### src/rtl/cic_decim_ctrl.sv
// rtl/cic_decim_ctrl.sv - CIC decimator sequencer: integrator/comb enables, priming and output handshake
//
// Purpose: drives the enables of a CIC integrator chain (input rate) and comb chain
// (decimated rate). It carries no datapath.
//
// Ports:
//   clk, rst      clock; asynchronous active-low reset
//   enable        level-sensitive run request
//   in_valid      input sample present this cycle
//   cfg_rate      decimation ratio R (values below 2 are forced to 2)
//   cfg_load      one-cycle pulse capturing cfg_rate into the pending ratio
//   out_ready     downstream accepts the decimated output
//   integ_en      integrator update enable (in_valid delayed one cycle)
//   integ_clr     synchronous clear of integrator and comb registers
//   comb_en       decimation strobe, one cycle per R accepted samples
//   out_valid     decimated output valid, held until out_ready
//   overrun       sticky: an output was replaced before acceptance
//   cfg_err       sticky: an illegal ratio was loaded
//   busy          sequencer not idle
module cic_decim_ctrl #(
    parameter int RATE_W   = 8,
    parameter int NSTAGES  = 5,
    parameter int COMB_LAT = 2
) (
    input  logic              clk,
    input  logic              rst,
    input  logic              enable,
    input  logic              in_valid,
    input  logic [RATE_W-1:0] cfg_rate,
    input  logic              cfg_load,
    input  logic              out_ready,
    output logic              integ_en,
    output logic              integ_clr,
    output logic              comb_en,
    output logic              out_valid,
    output logic              overrun,
    output logic              cfg_err,
    output logic              busy
);

    typedef enum logic [1:0] {IDLE, FLUSH, PRIME, RUN} state_t;

    localparam int CNT_W = $clog2(NSTAGES + 1);

    state_t              state_q, state_d;
    logic [RATE_W-1:0]   rate_q, rate_d;
    logic [RATE_W-1:0]   pend_q, pend_d;
    logic [RATE_W-1:0]   phase_q, phase_d;
    logic [CNT_W-1:0]    flush_cnt_q, flush_cnt_d;
    logic [CNT_W-1:0]    strobe_cnt_q, strobe_cnt_d;
    logic [COMB_LAT-1:0] dline_q, dline_d;
    logic                integ_en_q, integ_en_d;
    logic                integ_clr_q, integ_clr_d;
    logic                comb_en_q, comb_en_d;
    logic                out_valid_q, out_valid_d;
    logic                overrun_q, overrun_d;
    logic                cfg_err_q, cfg_err_d;
    logic                busy_q, busy_d;
    logic                fire;
    logic                arrive;

    always_comb begin
        state_d      = state_q;
        rate_d       = rate_q;
        pend_d       = pend_q;
        phase_d      = phase_q;
        flush_cnt_d  = flush_cnt_q;
        strobe_cnt_d = strobe_cnt_q;
        dline_d      = dline_q << 1;
        integ_en_d   = 1'b0;
        comb_en_d    = 1'b0;
        out_valid_d  = 1'b0;
        overrun_d    = overrun_q;
        cfg_err_d    = cfg_err_q;
        fire         = 1'b0;
        arrive       = dline_q[COMB_LAT-1];

        if (!enable) begin
            state_d = IDLE;
            dline_d = '0;
            phase_d = '0;
        end else begin
            case (state_q)
                IDLE: begin
                    rate_d      = pend_q;
                    state_d     = FLUSH;
                    flush_cnt_d = '0;
                    overrun_d   = 1'b0;
                    cfg_err_d   = 1'b0;
                end
                FLUSH: begin
                    if (flush_cnt_q == CNT_W'(NSTAGES - 1)) begin
                        state_d      = PRIME;
                        phase_d      = '0;
                        strobe_cnt_d = '0;
                    end else begin
                        flush_cnt_d = flush_cnt_q + CNT_W'(1);
                    end
                end
                default: begin
                    integ_en_d = in_valid;
                    // Compare before increment so R = 2^RATE_W-1 never overflows phase.
                    if (in_valid) begin
                        if (phase_q == rate_q - RATE_W'(1)) begin
                            fire    = 1'b1;
                            phase_d = '0;
                        end else begin
                            phase_d = phase_q + RATE_W'(1);
                        end
                    end
                    if (fire) begin
                        comb_en_d = 1'b1;
                        // Ratio only changes at a period boundary; uses the pending
                        // value from before any cfg_load in this same cycle.
                        rate_d    = pend_q;
                        if (state_q == PRIME) begin
                            strobe_cnt_d = strobe_cnt_q + CNT_W'(1);
                            if (strobe_cnt_q == CNT_W'(NSTAGES - 1)) begin
                                state_d = RUN;
                            end
                        end else begin
                            dline_d[0] = 1'b1;
                        end
                    end
                    // A newer token replaces an unaccepted one.
                    if (arrive && out_valid_q && !out_ready) begin
                        overrun_d = 1'b1;
                    end
                    out_valid_d = arrive || (out_valid_q && !out_ready);
                end
            endcase
        end

        if (cfg_load) begin
            if (cfg_rate < RATE_W'(2)) begin
                pend_d    = RATE_W'(2);
                cfg_err_d = 1'b1;
            end else begin
                pend_d = cfg_rate;
            end
        end

        integ_clr_d = (state_d == IDLE) || (state_d == FLUSH);
        busy_d      = (state_d != IDLE);
    end

    always_ff @(posedge clk or negedge rst) begin
        if (!rst) begin
            state_q      <= IDLE;
            rate_q       <= RATE_W'(2);
            pend_q       <= RATE_W'(2);
            phase_q      <= '0;
            flush_cnt_q  <= '0;
            strobe_cnt_q <= '0;
            dline_q      <= '0;
            integ_en_q   <= 1'b0;
            integ_clr_q  <= 1'b1;
            comb_en_q    <= 1'b0;
            out_valid_q  <= 1'b0;
            overrun_q    <= 1'b0;
            cfg_err_q    <= 1'b0;
            busy_q       <= 1'b0;
        end else begin
            state_q      <= state_d;
            rate_q       <= rate_d;
            pend_q       <= pend_d;
            phase_q      <= phase_d;
            flush_cnt_q  <= flush_cnt_d;
            strobe_cnt_q <= strobe_cnt_d;
            dline_q      <= dline_d;
            integ_en_q   <= integ_en_d;
            integ_clr_q  <= integ_clr_d;
            comb_en_q    <= comb_en_d;
            out_valid_q  <= out_valid_d;
            overrun_q    <= overrun_d;
            cfg_err_q    <= cfg_err_d;
            busy_q       <= busy_d;
        end
    end

    assign integ_en  = integ_en_q;
    assign integ_clr = integ_clr_q;
    assign comb_en   = comb_en_q;
    assign out_valid = out_valid_q;
    assign overrun   = overrun_q;
    assign cfg_err   = cfg_err_q;
    assign busy      = busy_q;

endmodule

### config.mk
export PLATFORM = sky130hd
export DESIGN_NAME = cic_decim_ctrl
export DESIGN_NICKNAME = d
export VERILOG_FILES = /design/src/rtl/cic_decim_ctrl.sv
export SDC_FILE = /design/constraint.sdc
export NUM_CORES = 1
export LEC_CHECK = 0
export ABC_AREA = 1
export BUFFER_PORTS_ARGS = -buffer_cell sky130_fd_sc_hd__buf_2
export CORE_AREA = 2 2 65 67
export DETAILED_ROUTE_END_ITERATION = 7
export DIE_AREA = 0 0 67 69
export PLACE_DENSITY = 0.77
export REMOVE_ABC_BUFFERS = 1
export SYNTH_ARGS = -nofsm -noshare
export SYNTH_HDL_FRONTEND = slang
export SYNTH_SLANG_ARGS = --single-unit
export TNS_END_PERCENT = 30
### constraint.sdc
create_clock -name clk -period 2.4 [get_ports clk]
set_input_delay 0.72 -clock clk [delete_from_list [all_inputs] [get_ports clk]]
set_output_delay 0.72 -clock clk [all_outputs]
set_load 0.05 [all_outputs]
==> impl_metrics.json <==
{
  "critical_path_required_ns": 2.59,
  "maxCapViolations": 0,
  "timing.max_slew.rel_slack_pct": 61.0,
  "setup_ws_ns": 0.350,
  "synth_async_sr_flop_share_pct": 100,
  "detailed_place_hpwl_um": 2920,
  "drive_gt1_share_pct": 18.6,
  "finalClockSkew_ns": 0.00368,
  "number_of_enable_type_register_cells_in_the_synthesized_netlist": 0,
  "post-synth-top-count-cell": "sky130_fd_sc_hd__nand2_1",
  "synthesis.area_per_instance_um2": 8.26,
  "ys_seq_elements": 41,
  "holdCritPathClass": "in -> async",
  "layout.cell_area.non_filler_um2": 2500,
  "cts_root_buffer": "sky130_fd_sc_hd__clkbuf_8",
  "vias_in_the_first_global_route": 1671,
  "final_hold_violation_count": 0,
  "peakVddDrop_v": 0.000589,
  "gp_congestion": 0.779,
  "grt_util_all_layers_pct": 19.2,
  "postSynthCellCount": 268,
  "route.detailed.drc": 0,
  "htree_levels": 2,
  "routed_wl_um": 3780,
  "dominantRegCellSynth": "sky130_fd_sc_hd__dfrtp_1",
  "core.rowCount": 23,
  "num_antenna_cells": 0,
  "netlist.area_leader.share_pct": 42.9,
  "tritoncts": "done",
  "path_clk_slew_ns": 0.08,
  "tns_ns": 0,
  "grt.overflow.total": 0,
  "rsz_0062_raised_after_global_routing": "no",
  "num_vias": 1742,
  "holdBufCountCts": 0,
  "num-nets-final": 318,
  "core_um2": 3910,
  "layout_worst_path_cycle_share_pct": 85.4,
  "pre_cts_slack_ns": 0.367,
  "die_height_um": 69,
  "insertion_delay_to_the_later_sink_of_the_worst_skew_pair_ns": 0.29,
  "die_w_um": 67,
  "detailedRoute.firstIterationViolations": 148,
  "postCtsResizedCells": 0,
  "avgRoutedWirePerCell_um": 10.9,
  "final_number_of_max_transition_violations": 0,
  "criticalPathCategory": "reg -> reg",
  "number_of_buffers_added_on_ports": 20,
  "outcome": "finished, final reports clean",
  "area_growth_pct": 12.9,
  "design.portCount": 21,
  "worst_slew_pin_slew_ns": 0.586,
  "yosysSeqAreaShare_pct": 46.5,
  "postCtsSetupRepairBufs": 0,
  "largest_fanout_on_the_critical_path": 15,
  "maximum_number_of_pins_on_one_net_before_global_route_repair": 29,
  "startpoint_type": "register",
  "layout.filler_cells": 342,
  "setup-violations-final": 0,
  "yosysWarningCount": 0,
  "clock_sinks": 41,
  "post_drt_antenna_nets": 0,
  "synth_top_cells_by_area": "sky130_fd_sc_hd__dfrtp_1 (43%), sky130_fd_sc_hd__nand2_1 (11%), sky130_fd_sc_hd__inv_1 (6.9%), sky130_fd_sc_hd__ha_1 (5.1%), sky130_fd_sc_hd__nand3_1 (4.7%)",
  "final-instance-count-excl-fill": 346,
  "place_area_um2": 2380,
  "cp.arrival_ns": 2.24,
  "critical_path_endpoint_category": "register",
  "grt_antenna_before_repair": 0,
  "fmaxAchievable_mhz": 488,
  "drtPass1Iterations": 4,
  "placedCellCount": 338,
  "routed_via_density": 5.03,
  "static-leakage-power_nw": 1.26,
  "ys_top_cells_by_count": "sky130_fd_sc_hd__nand2_1 (65), sky130_fd_sc_hd__inv_1 (41), sky130_fd_sc_hd__dfrtp_1 (38), sky130_fd_sc_hd__nand3_1 (21), sky130_fd_sc_hd__nor2_1 (16)",
  "syn_area_um2": 2210,
  "grt_first_pass_wirelength_um": 6850,
  "initial_utilization_pct": 56.6,
  "timing.final.crit_period_ns": 2.05,
  "cts_inserted_buffers": 5,
  "clock_path_buffers": 2,
  "synth.largest_area_cell": "sky130_fd_sc_hd__dfrtp_1",
  "power-per-cell-area_nw_per_um2": 1130,
  "design.die.area_um2": 4620,
  "post_layout_power_w": 0.00282,
  "synthDistinctLibCells": 30
}
==> sequential cells by signal, summed over array words and instances (netlist names) <==
signal        cells
pend_q            8
phase_q           8
rate_q            8
flush_cnt_q       3
strobe_cnt_q      3
dline_q           2
state_q           2
busy              1
cfg_err           1
comb_en           1
integ_clr         1
integ_en          1
out_valid         1
overrun           1
==> through the flow <==
step | utilization [%] | hold slack (ns)
4_1_cts | 63.9 | 0.443
6_report | 63.9 | 0.418
5_1_grt | 63.9 | 0.456
3_5_place_dp | 60.8 | 0.426
2_1_floorplan | - | 0.412
3_3_place_gp | 60.8 | 0.420
==> final cells by class <==
type                       count  area (um2)  area share, %
sequential                    41        1030           41.2
multi-input combinational    180        1000           40.0
inverter                      44         165           6.60
timing repair buffer          23         123           4.90
clock buffer                   6        82.6           3.30
tap                           50        62.6           2.50
clock inverter                 2        37.5           1.50
==> power by group <==
| group | internal [W] | switching, W | total, W |
|---|---|---|---|
| registers | 0.000875 | 0.000160 | 0.00103 |
| clock network | 0.000338 | 0.000237 | 0.000575 |
| logic | 0.000417 | 0.000789 | 0.00121 |
==> path summary, 6_finish.rpt <==
check	startpoint	endpoint	slack (ns)	depth (start not counted)
max	rate_q[1]	rate_q[4]	0.35	14
min	rst	pend_q[6]	0.42	1
max reg2reg	rate_q[1]	rate_q[4]	0.35	14
min reg2reg	dline_q[0]	dline_q[1]	0.44	2
max in group asynchronous	rst	integ_clr	1.36	2
min in group clk	dline_q[0]	dline_q[1]	0.44	2
==> cell families (layout without fill, tap and decap cells) <==
kind of cell | count (synthesis) | after routing | synth area share, %
xor+xnor | 11 | 11 | 4.35
fa+ha+maj | 9 | 9 | 5.08
flops | 41 | 41 | 46.5
buf+inv | 47 | 75 | 8.31
simple gates | 120 | 120 | 24.6
compound gates | 40 | 40 | 11.1
==> routing by layer <==
metal / vias up / routed length [um] / track usage (%)
met5: - / 0 / 0
met4: 0 / 68 / 6.80
met3: 6 / 126 / 4.40
met2: 33 / 1780 / 31.0
met1: 790 / 1810 / 24.9
li1: 913 / - / -
==> worst max-delay path: stages, from the launching register on <==
cell and delay, ns:
sky130_fd_sc_hd__dfstp_2 0.55, sky130_fd_sc_hd__inv_1 0.04, sky130_fd_sc_hd__ha_1 0.28, sky130_fd_sc_hd__nand2_1 0.06, sky130_fd_sc_hd__inv_1 0.04, sky130_fd_sc_hd__nor2_1 0.07, sky130_fd_sc_hd__nand2_1 0.06, sky130_fd_sc_hd__nor2_2 0.11
sky130_fd_sc_hd__nand3_2 0.08, sky130_fd_sc_hd__nor2_4 0.15, sky130_fd_sc_hd__nand3_4 0.11, sky130_fd_sc_hd__nand2_4 0.09, sky130_fd_sc_hd__nand2_4 0.12, sky130_fd_sc_hd__nand2_1 0.12, sky130_fd_sc_hd__o21ai_2 0.06
==> cell usage in the layout (no fill, tap or decap), drive strengths merged <==
cell type / n
nor2: 21
a31oi: 2
nor4: 1
a21oi: 4
ha: 9
nand3: 23
buf: 23
and2: 1
a21boi: 1
bufinv: 1
dfrtp: 38
o22ai: 6
xor2: 8
a211o: 1
clkinvlp: 1
clkbuf: 6
nand4: 1
dfstp: 3
inv: 44
xnor2: 3
o21ai: 26
nand2: 67
or2: 1
nor3: 5
Power figures use the tool's default switching activity.
